**config.mk**
```make
export PLATFORM = sky130hd
export DESIGN_NAME = mul_seq_ctrl
export DESIGN_NICKNAME = d
export VERILOG_FILES = /design/src/rtl/mul_pkg.sv /design/src/rtl/mul_seq_ctrl.sv
export SDC_FILE = /design/constraint.sdc
export NUM_CORES = 1
export LEC_CHECK = 0
export BUFFER_PORTS_ARGS = -buffer_cell sky130_fd_sc_hd__clkbuf_2
export CAP_MARGIN = 10
export CORE_ASPECT_RATIO = 1.4
export CORE_MARGIN = 10
export CORE_UTILIZATION = 47
export DETAILED_ROUTE_END_ITERATION = 10
export PLACE_DENSITY = 0.8
export SLEW_MARGIN = 20
export SYNTH_ARGS = -nofsm -noshare
export SYNTH_HDL_FRONTEND = slang
export SYNTH_SLANG_ARGS = --single-unit
```
**constraint.sdc**
```tcl
create_clock -name clk -period 1.85 [get_ports clk]
set_input_delay 0.185 -clock clk [delete_from_list [all_inputs] [get_ports clk]]
set_output_delay 0.185 -clock clk [all_outputs]
set_load 0.05 [all_outputs]
```
**src/rtl/mul_pkg.sv**
```systemverilog
// Shared definitions for the repeated-addition multiplier controller.
package mul_pkg;

  localparam int ITER_W_DEF = 16;

  localparam logic OPSEL_A = 1'b0;
  localparam logic OPSEL_B = 1'b1;

  typedef enum logic [2:0] {
    S_IDLE = 3'd0,
    S_LDA  = 3'd1,
    S_LDB  = 3'd2,
    S_ACC  = 3'd3,
    S_DONE = 3'd4,
    S_ERR  = 3'd5
  } state_t;

endpackage

```
**src/rtl/mul_seq_ctrl.sv**
```systemverilog
// Control FSM for the repeated-addition multiplier: start/done handshake, operand
// bus steering, accumulate strobes until B reaches zero, and an iteration watchdog.
module mul_seq_ctrl
  import mul_pkg::*;
#(
  parameter int ITER_W   = ITER_W_DEF,
  parameter int MAX_ITER = 65535
) (
  input  logic              clk,
  input  logic              rst_n,
  input  logic              start,
  input  logic              abort,
  input  logic              eqz,
  output logic              opsel,
  output logic              LdA,
  output logic              LdB,
  output logic              clrP,
  output logic              LdP,
  output logic              decB,
  output logic              busy,
  output logic              done,
  output logic              err,
  output logic [ITER_W-1:0] iter_cnt
);

  localparam logic [ITER_W-1:0] MAX_CNT = ITER_W'(MAX_ITER);

  state_t            state_r;
  logic [ITER_W-1:0] iter_r;
  logic              err_r;
  logic              acc_go_s;

  // A strobe cycle needs no cancel, a nonzero B and headroom under the watchdog.
  assign acc_go_s = (state_r == S_ACC) && !abort && !eqz && (iter_r != MAX_CNT);

  // State, iteration counter and sticky error register.
  always_ff @(posedge clk or negedge rst_n) begin
    if (!rst_n) begin
      state_r <= S_IDLE;
      iter_r  <= '0;
      err_r   <= 1'b0;
    end else begin
      case (state_r)
        S_IDLE: begin
          if (start) begin
            state_r <= S_LDA;
            err_r   <= 1'b0;
          end
        end
        S_LDA:  state_r <= abort ? S_IDLE : S_LDB;
        S_LDB: begin
          if (abort) begin
            state_r <= S_IDLE;
          end else begin
            iter_r  <= '0;
            state_r <= S_ACC;
          end
        end
        S_ACC: begin
          if (abort) begin
            state_r <= S_IDLE;
          end else if (eqz) begin
            state_r <= S_DONE;
          end else if (iter_r == MAX_CNT) begin
            state_r <= S_ERR;
          end else begin
            iter_r <= iter_r + ITER_W'(1);
          end
        end
        S_DONE: state_r <= S_IDLE;
        S_ERR: begin
          err_r   <= 1'b1;
          state_r <= S_IDLE;
        end
        default: state_r <= S_IDLE;
      endcase
    end
  end

  // Control strobes decoded from the state register; load strobes drop on abort.
  always_comb begin
    opsel = OPSEL_A;
    LdA   = 1'b0;
    LdB   = 1'b0;
    clrP  = 1'b0;
    LdP   = 1'b0;
    decB  = 1'b0;
    done  = 1'b0;
    case (state_r)
      S_LDA: LdA = !abort;
      S_LDB: begin
        LdB   = !abort;
        clrP  = !abort;
        opsel = OPSEL_B;
      end
      S_ACC: begin
        opsel = OPSEL_B;
        LdP   = acc_go_s;
        decB  = acc_go_s;
      end
      S_DONE:  done = 1'b1;
      default: opsel = OPSEL_A;
    endcase
  end

  assign busy     = (state_r != S_IDLE);
  assign err      = err_r;
  assign iter_cnt = iter_r;

endmodule

```
# Yosys cells after proc, flatten, opt, wreduce, memory -nomap -nowiden

Index checks and enable logic that the tools add are counted.
Widths: inputs -> output; s select.

Magnitude comparators: 0
Eq/ne operators: 13
Add/sub/neg operators: 1
Reductions and logical operators: 13
Div/mod/pow operators: 0
Shift operators: 0
Multiply operators: 0
Multiplexer cells: 19
Bitwise logic cells: 0

Operator list:

| operator              | count |
|---|---|
| $mux 16               | 4 |
| $pmux 16 s2           | 1 |
| $add 16x1->16 const B | 1 |
| $eq 16x16->1 const B  | 1 |
| $ne 16x16->1 const B  | 1 |
| $mux 3                | 4 |
| $pmux 3 s4            | 1 |
| $ne 2x2->1 const B    | 5 |
| $eq 3x2->1 const B    | 2 |
| $eq 3x3->1 const B    | 2 |
| $mux 1                | 6 |
| $reduce_and 5->1      | 1 |
| $mux 2                | 2 |
| $ne 4x3->1 const B    | 1 |
| $reduce_and 2->1      | 2 |
| $reduce_bool 2->1     | 2 |
| $eq 3x1->1 const B    | 1 |
| $logic_and 1x1->1     | 3 |
| $logic_not 3->1       | 1 |
| $reduce_bool 3->1     | 1 |
| $logic_not 1->1       | 2 |
| $pmux 1 s2            | 1 |
| $reduce_or 2->1       | 1 |

Memory bits (writable): 0
Flip-flop bits (word level): 20
Memory bits (read-only): 0
Bits in latches: 0
Memories kept: 0
Input bits: 5

# Depth between registers and ports, before layout

Gate-level depths: netlist (run 1).

Word-level depth: 5
Depth in mapped cells: 6
Gate-level depth less buffers: 6

# Least setup slack after synthesis (run 1)

Ideal clock, no wire load.

Kind: flip-flop to flip-flop
Start point: reg iter_r[0] (netlist: iter_cnt[0])
End point: reg iter_r[3] (netlist: iter_cnt[3])
Setup slack: -346 ps
Path buffers: 0
Data required time: 1,724 ps
Cell stages (with the launch flop): 7
Arrival time: 2,070 ps
Cells stage by stage: dfrtp_1 ha_1 nand3_1 or4_4 nand2_4 inv_4 a221o_1

Word-level cells in the longest chain between the ends: 5
Elaborated cells between the ends (all ways): 8

Ends and longest elaborated chain:

| element                | RTL line           | text |
|---|---|---|
| from (decl)            | mul_seq_ctrl.sv:29 | `logic [ITER_W-1:0] iter_r;` |
| from (signal assigned) | mul_seq_ctrl.sv:67 | `iter_r <= iter_r + ITER_W'(1);` |
| $add 16x1->16          | mul_seq_ctrl.sv:67 |  |
| $mux 16                | mul_seq_ctrl.sv:64 | `end else if (iter_r == MAX_CNT) begin` |
| $mux 16                | mul_seq_ctrl.sv:62 | `end else if (eqz) begin` |
| $mux 16                | mul_seq_ctrl.sv:60 | `if (abort) begin` |
| $pmux 16 s2            | mul_seq_ctrl.sv:43 | `case (state_r)` |

Several ways; a longest one is shown, not always the timed one. The select of a mux whose other input is x is not followed.
A chain may end at the register's enable or synchronous reset.

# Worst setup path in the final report (run 1)

Start point: reg iter_r[0] (netlist: iter_cnt[0])
End point: out LdP

Word-level cells in the longest chain between the ends: 3

Ends and longest elaborated chain:

| element           | RTL line           | text |
|---|---|---|
| $ne 16x16->1      | mul_seq_ctrl.sv:34 | `assign acc_go_s = (state_r == S_ACC) && !abort && !eqz && (iter_r != MAX_CNT);` |
| $logic_and 1x1->1 | mul_seq_ctrl.sv:34 |  |
| $mux 1            | mul_seq_ctrl.sv:89 | `case (state_r)` |
| to (decl)         | mul_seq_ctrl.sv:18 | `output logic LdP,` |

No other way between the ends.

==> results.sh, run 1 <==
export IMPL_status="finished with violations"
export IMPL_violations="setup timing"
export IMPL_vias=1328
export IMPL_synth_top_family_by_area="simple AND/OR/NAND/NOR gates"
export IMPL_fin_tns_setup_ns=-0.754
export IMPL_place_congestion=0.864
export IMPL_clockBufferDepth=2
export IMPL_syn2layout_area_growth_pct=44.5
export IMPL_synth_compound_area_frac=0.208
export IMPL_htreeDepth=1
export IMPL_drv_cap=0
export IMPL_finalNetCount=196
export IMPL_worstSetupPathType="flop to output pin"
export IMPL_route_antenna_remaining_nets=0
export IMPL_maxSlewHeadroom=0.661
export IMPL_insertion_delay_ns=0.31
export IMPL_min_period_over_period=1.10
export IMPL_synth_area_per_cell_um2=9.35
export IMPL_synth_simple_area_share=0.301
export IMPL_drc_errors=0
export IMPL_routed_wl_um=3840
export IMPL_rsz0062_at_grt="true"
export IMPL_first_pass_iters=4
export IMPL_slowest_delay_ns=0.57
export IMPL_synth_seq_cells=20
export IMPL_multi_input_area_um2=687
export IMPL_final_common_cell="buf_4"
export IMPL_layout_common_cells="buf_4 (30), clkbuf_2 (25), dfrtp_2 (15), nor2_1 (12), nand2_1 (10)"
export IMPL_grt_pass1_vias=1368
export IMPL_synth_area_mm2=0.00121
export IMPL_critPathLaunchType="flop"
export IMPL_synthMuxAreaShare=0.00824
export IMPL_core_mm2=0.00244
export IMPL_clock_sinks=20
export IMPL_io_buffers=29
export IMPL_synth_edff_count=0
export IMPL_grt_total_usage=0.152
export IMPL_synthAdderAreaFrac=0.0103
export IMPL_finalWorstSetupSlack_ns=-0.186
export IMPL_viasPerCell=5.96
export IMPL_utilization=0.718
export IMPL_worstSetupEndpointType="output pin"
export IMPL_min_period_ns=2.04
export IMPL_row_count=21
export IMPL_powerDensity_mw_per_mm2=962
export IMPL_skew_ns=0.000790
export IMPL_required_ns=1.66
export IMPL_drv_slew=0
export IMPL_worst_slew_pin_slew_ns=0.508
export IMPL_synth_ff_type="dfrtp_1"
export IMPL_syn_num_nets=136
export IMPL_seq_area_um2=519
export IMPL_dpl_hpwl_um=2760
export IMPL_nFillCells=206
export IMPL_cts_tree="built"
export IMPL_design_portCount=30
export IMPL_die_w_um=63.0
export IMPL_grt_pass1_wl_um=6290
export IMPL_async_flop_share=1.00
export IMPL_clkSlewWorstSetupHoldPaths_ns=0.12
export IMPL_seq_area_frac_synth=0.412
export IMPL_antenna_cells=0
export IMPL_path_cells="ha_4 > nand3_4 > or4_4 > nand2_4 > inv_8 > clkbuf_16"
export IMPL_crit_slowest_cell="or4_4"
export IMPL_drt_initial_drc_count=81
export IMPL_hold_class="primary input to flop"
export IMPL_wl_per_cell_um=17.2
export IMPL_syn_inst=130
export IMPL_hold_viol=0
export IMPL_grt_antenna_before_repair=0
export IMPL_grt_overflow=0
export IMPL_crit_arrival_ns=1.85
export IMPL_synthXorXnorAreaFrac=0
export IMPL_grt_start_max_net_pins=21
export IMPL_leakagePower_nw=0.821
export IMPL_synth_distinct_cells=46
export IMPL_setup_viol=7
export IMPL_dieArea_mm2=0.00505
export IMPL_ir_worst_vdd_uv=1410
export IMPL_drive_gt1_frac=0.487
export IMPL_cp_max_fo=4
export IMPL_start_util=0.497
export IMPL_numCtsBuffers=3
export IMPL_die_height_um=80.2
export IMPL_clock_root_buffer="clkbuf_4"
export IMPL_clock_fmax_mhz=491
export IMPL_yosysWarningCount=0
## path summary, 6_finish.rpt
path                                              start                  endpoint  slack [ns]  depth (start not counted)
worst min-delay path                              abort    state_r[2]$_DFFE_PN0P_        0.07                          2
worst min register to register  iter_cnt[6]$_DFFE_PN0P_   iter_cnt[6]$_DFFE_PN0P_        0.53                          1
max in group asynchronous                         rst_n   iter_cnt[4]$_DFFE_PN0P_        1.12                          2
worst max-delay path            iter_cnt[0]$_DFFE_PN0P_                       LdP       -0.19                          6
min in group asynchronous                         rst_n  iter_cnt[12]$_DFFE_PN0P_        0.36                          2
worst max register to register  iter_cnt[0]$_DFFE_PN0P_   iter_cnt[3]$_DFFE_PN0P_       -0.10                          7
## sequential cells by signal, summed over array words and instances (netlist names)
signal and cells:
iter_cnt 16, state_r 3, err 1
## critical path, delay by kind of cell (launching register included)
family                     cells  cell delay, ns
adders and majority gates      1            0.16
buffers and inverters          2            0.21
DFF                            1            0.41
and+or+nand+nor                3            0.77
## logic make-up (layout without fill, tap and decap cells)
| family | Yosys count | after routing |
|---|---|---|
| buffers and inverters | 12 | 71 |
| AO/OA/AOI/OAI | 35 | 35 |
| multiplexers | 1 | 1 |
| adder cells (fa/ha/maj) | 1 | 1 |
| flip-flops | 20 | 20 |
| AND/OR/NAND/NOR | 61 | 61 |
## per-layer routing
layer	vias to the layer above	routed length, um	share of wire	GRT usage
met5	-	0	0	0
met4	0	167	0.043	0.0919
met3	20	250	0.065	0.0403
met2	64	1950	0.51	0.276
met1	628	1470	0.38	0.153
li1	616	-	-	-
## timing repair
item	4_1_cts	5_1_grt
buffers inserted	9	3
setup endpoints to repair	2	13
hold buffers	1	0
pin swaps	4	5
hold endpoints to repair	20	0
resized for setup	7	7
## cell usage after synthesis (all sizes together) (3+ instances only)
master	n	area, um2
a211oi	3	22.5
a21o	3	22.5
a21oi	5	25.0
a221o	4	40.0
a31oi	6	37.5
buf	3	26.3
dfrtp	20	500
inv	7	28.8
nand2	11	48.8
nand3	6	30.0
nand4	5	52.6
nor2	12	45.0
nor3	4	20.0
nor4	4	31.3
o21ai	4	20.0
o221ai	3	26.3
or3	6	37.5
## through the flow
step                      total power [mW]  cell area, um2  instances  hold slack (ns)  worst slack, ns
after floorplan                       1.07            1250        130           -0.111           -0.108
after global placement                1.25            1530        206            0.170            0.101
after detailed placement              1.27            1530        206            0.180           0.0652
after CTS                             1.67            1710        220           0.0719           -0.117
after global routing                  1.78            1760        223           0.0808           -0.230
final                                 1.69            1760        223           0.0741           -0.186
## where the power goes
group	total [mW]	leakage (nW)	switching (mW)	internal [mW]
Sequential	0.575	0.251	0.0815	0.493
Clock	0.363	0.0279	0.144	0.219
Combinational	0.751	0.542	0.514	0.237
Total	1.69	0.821	0.740	0.949
## final cells by class
cell class | count | share of cell area
Sequential cell | 20 | 0.296
Clock buffer | 3 | 0.0128
Timing Repair Buffer | 60 | 0.239
Multi-Input combinational cell | 98 | 0.391
Tap cell | 34 | 0.0242
Inverter | 7 | 0.0192
Clock inverter | 1 | 0.0171
Note: power is estimated with default switching activity, not from simulation.
==> inputs of run 2 (changes only) <==
CAP_MARGIN = 5   (was 10)
CORE_UTILIZATION = 56   (was 47)
PLACE_DENSITY = 0.88   (was 0.8)
clock period = 2.5 ns   (was 1.85 ns; I/O delays follow)
==> results.sh, run 2 (synthesis gave the netlist of run 1 again) <==
export IMPL_status="finished, final reports clean"
export IMPL_layout_common_cells="clkbuf_2 (29), dfrtp_1 (20), nor2_1 (12), nand2_1 (10)"
export IMPL_htreeDepth=1
export IMPL_worst_slew_pin_slew_ns=0.605
export IMPL_required_ns=2.25
export IMPL_drc_errors=0
export IMPL_first_pass_iters=4
export IMPL_viasPerCell=6.50
export IMPL_routed_wl_um=3120
export IMPL_place_congestion=0.830
export IMPL_reg2reg_depth=5
export IMPL_skew_ns=0.00352
export IMPL_routed_top_layer="met4"
export IMPL_min_period_ns=2.37
export IMPL_clock_root_buffer="clkbuf_4"
export IMPL_r2r_start="iter_cnt[4]$_DFFE_PN0P_"
export IMPL_nFillCells=156
export IMPL_holdPathStages=2
export IMPL_critPathLaunchType="flop"
export IMPL_fin_tns_setup_ns=0
export IMPL_ir_worst_vdd_uv=761
export IMPL_place_inst=176
export IMPL_ctsResizeCount=0
export IMPL_setup_viol=0
export IMPL_io_buffers=29
export IMPL_drt_initial_drc_count=75
export IMPL_start_util=0.601
export IMPL_holdCritStartpoint="abort"
export IMPL_wl_met3_um=250
export IMPL_finalWorstSetupSlack_ns=0.126
export IMPL_clockBufferDepth=2
export IMPL_clkSlewWorstSetupHoldPaths_ns=0.11
export IMPL_grt_total_usage=0.143
export IMPL_whs_endpoint="state_r[2]$_DFFE_PN0P_"
export IMPL_total_power_mw=1.07
export IMPL_rr_endpoint="iter_cnt[3]$_DFFE_PN0P_"
export IMPL_die_height_um=75.1
export IMPL_place_area_mm2=0.00135
export IMPL_drive_gt1_frac=0.263
export IMPL_drv_slew=0
export IMPL_rsz0062_at_grt="false"
export IMPL_rrSetupSlack_ns=0.49
export IMPL_cts_tree="built"
export IMPL_worstSetupEndpointType="output pin"
export IMPL_numCtsBuffers=3
export IMPL_route_antenna_remaining_nets=0
export IMPL_die_w_um=59.4
export IMPL_grt_pass1_wl_um=5090
export IMPL_wl_met2_um=1580
export IMPL_cp_max_fo=12
export IMPL_crit_arrival_ns=2.12
export IMPL_min_period_over_period=0.950
export IMPL_utilization=0.690
export IMPL_final_common_cell="clkbuf_2"
export IMPL_clock_sinks=20
export IMPL_syn2layout_area_growth_pct=14.8
export IMPL_largest_register_ff_count=16
export IMPL_hold_viol=0
export IMPL_whs_ns=0.137
export IMPL_core_mm2=0.00202
export IMPL_grt_overflow=0
export IMPL_worstSetupPathType="flop to output pin"
export IMPL_insertion_delay_ns=0.31
export IMPL_design_portCount=30
export IMPL_finalNetCount=167
export IMPL_row_count=19
export IMPL_maxSlewHeadroom=0.594
export IMPL_place_ws_ns=0.469
export IMPL_leakagePower_nw=0.671
export IMPL_grt_antenna_before_repair=0
export IMPL_hold_class="primary input to flop"
export IMPL_antenna_cells=0
export IMPL_dpl_hpwl_um=2350
export IMPL_grt_start_max_net_pins=21
export IMPL_finalNonFillerCells=181
export IMPL_vias=1176
export IMPL_drv_cap=0
export IMPL_wl_per_cell_um=17.2
export IMPL_dieArea_mm2=0.00446
export IMPL_powerDensity_mw_per_mm2=767
export IMPL_wl_met1_um=1210
export IMPL_design_area_mm2=0.00140
export IMPL_grt_pass1_vias=1148
export IMPL_clock_fmax_mhz=421
run 2: cell type report:
type / instances / area, um2 / area share
clock buffers: 4 / 36.3 / 0.0260
well taps: 21 / 26.3 / 0.0188
flip-flops and latches: 20 / 500 / 0.359
repair buffers: 31 / 163 / 0.117
inverters: 7 / 28.8 / 0.0206
multi-input cells: 98 / 641 / 0.459
run 2: worst max path at each step:
stage                      end  slack, ns                    start  cells past startpoint
after floorplan           decB       0.30  iter_cnt[0]$_DFFE_PN0P_                      6
after global placement     LdP       0.52  iter_cnt[3]$_DFFE_PN0P_                      5
after detailed placement   LdP       0.47  iter_cnt[3]$_DFFE_PN0P_                      5
after CTS                  LdP       0.11  iter_cnt[4]$_DFFE_PN0P_                      5
after global routing       LdP       0.01  iter_cnt[4]$_DFFE_PN0P_                      5
final                      LdP       0.13  iter_cnt[4]$_DFFE_PN0P_                      5
run 2: power by group:
group / leakage, nW / total (mW) / internal (mW) / switching, mW
registers: 0.276 / 0.427 / 0.362 / 0.0651
clock network: 0.0210 / 0.191 / 0.0891 / 0.102
logic: 0.374 / 0.452 / 0.111 / 0.341
run 2: what timing repair did:
item	4_1_cts	5_1_grt
setup buffers	0	0
hold buffers	1	0
hold endpoints to repair	20	0
endpoints found under the setup margin	0	0
run 2: routing by layer:
metal  GRT usage  vias to the layer above
met3      0.0354                        7
met4      0.0742                        0
met5           0                        -
met2       0.232                       50
met1       0.171                      563
li1            -                      556
run 2: critical path, cell delays in order, from the launching register on:
cell      delay, ns
dfrtp_1        0.48
nand4_2        0.30
or4_4          0.60
nand2_4        0.12
inv_4          0.07
clkbuf_2       0.24
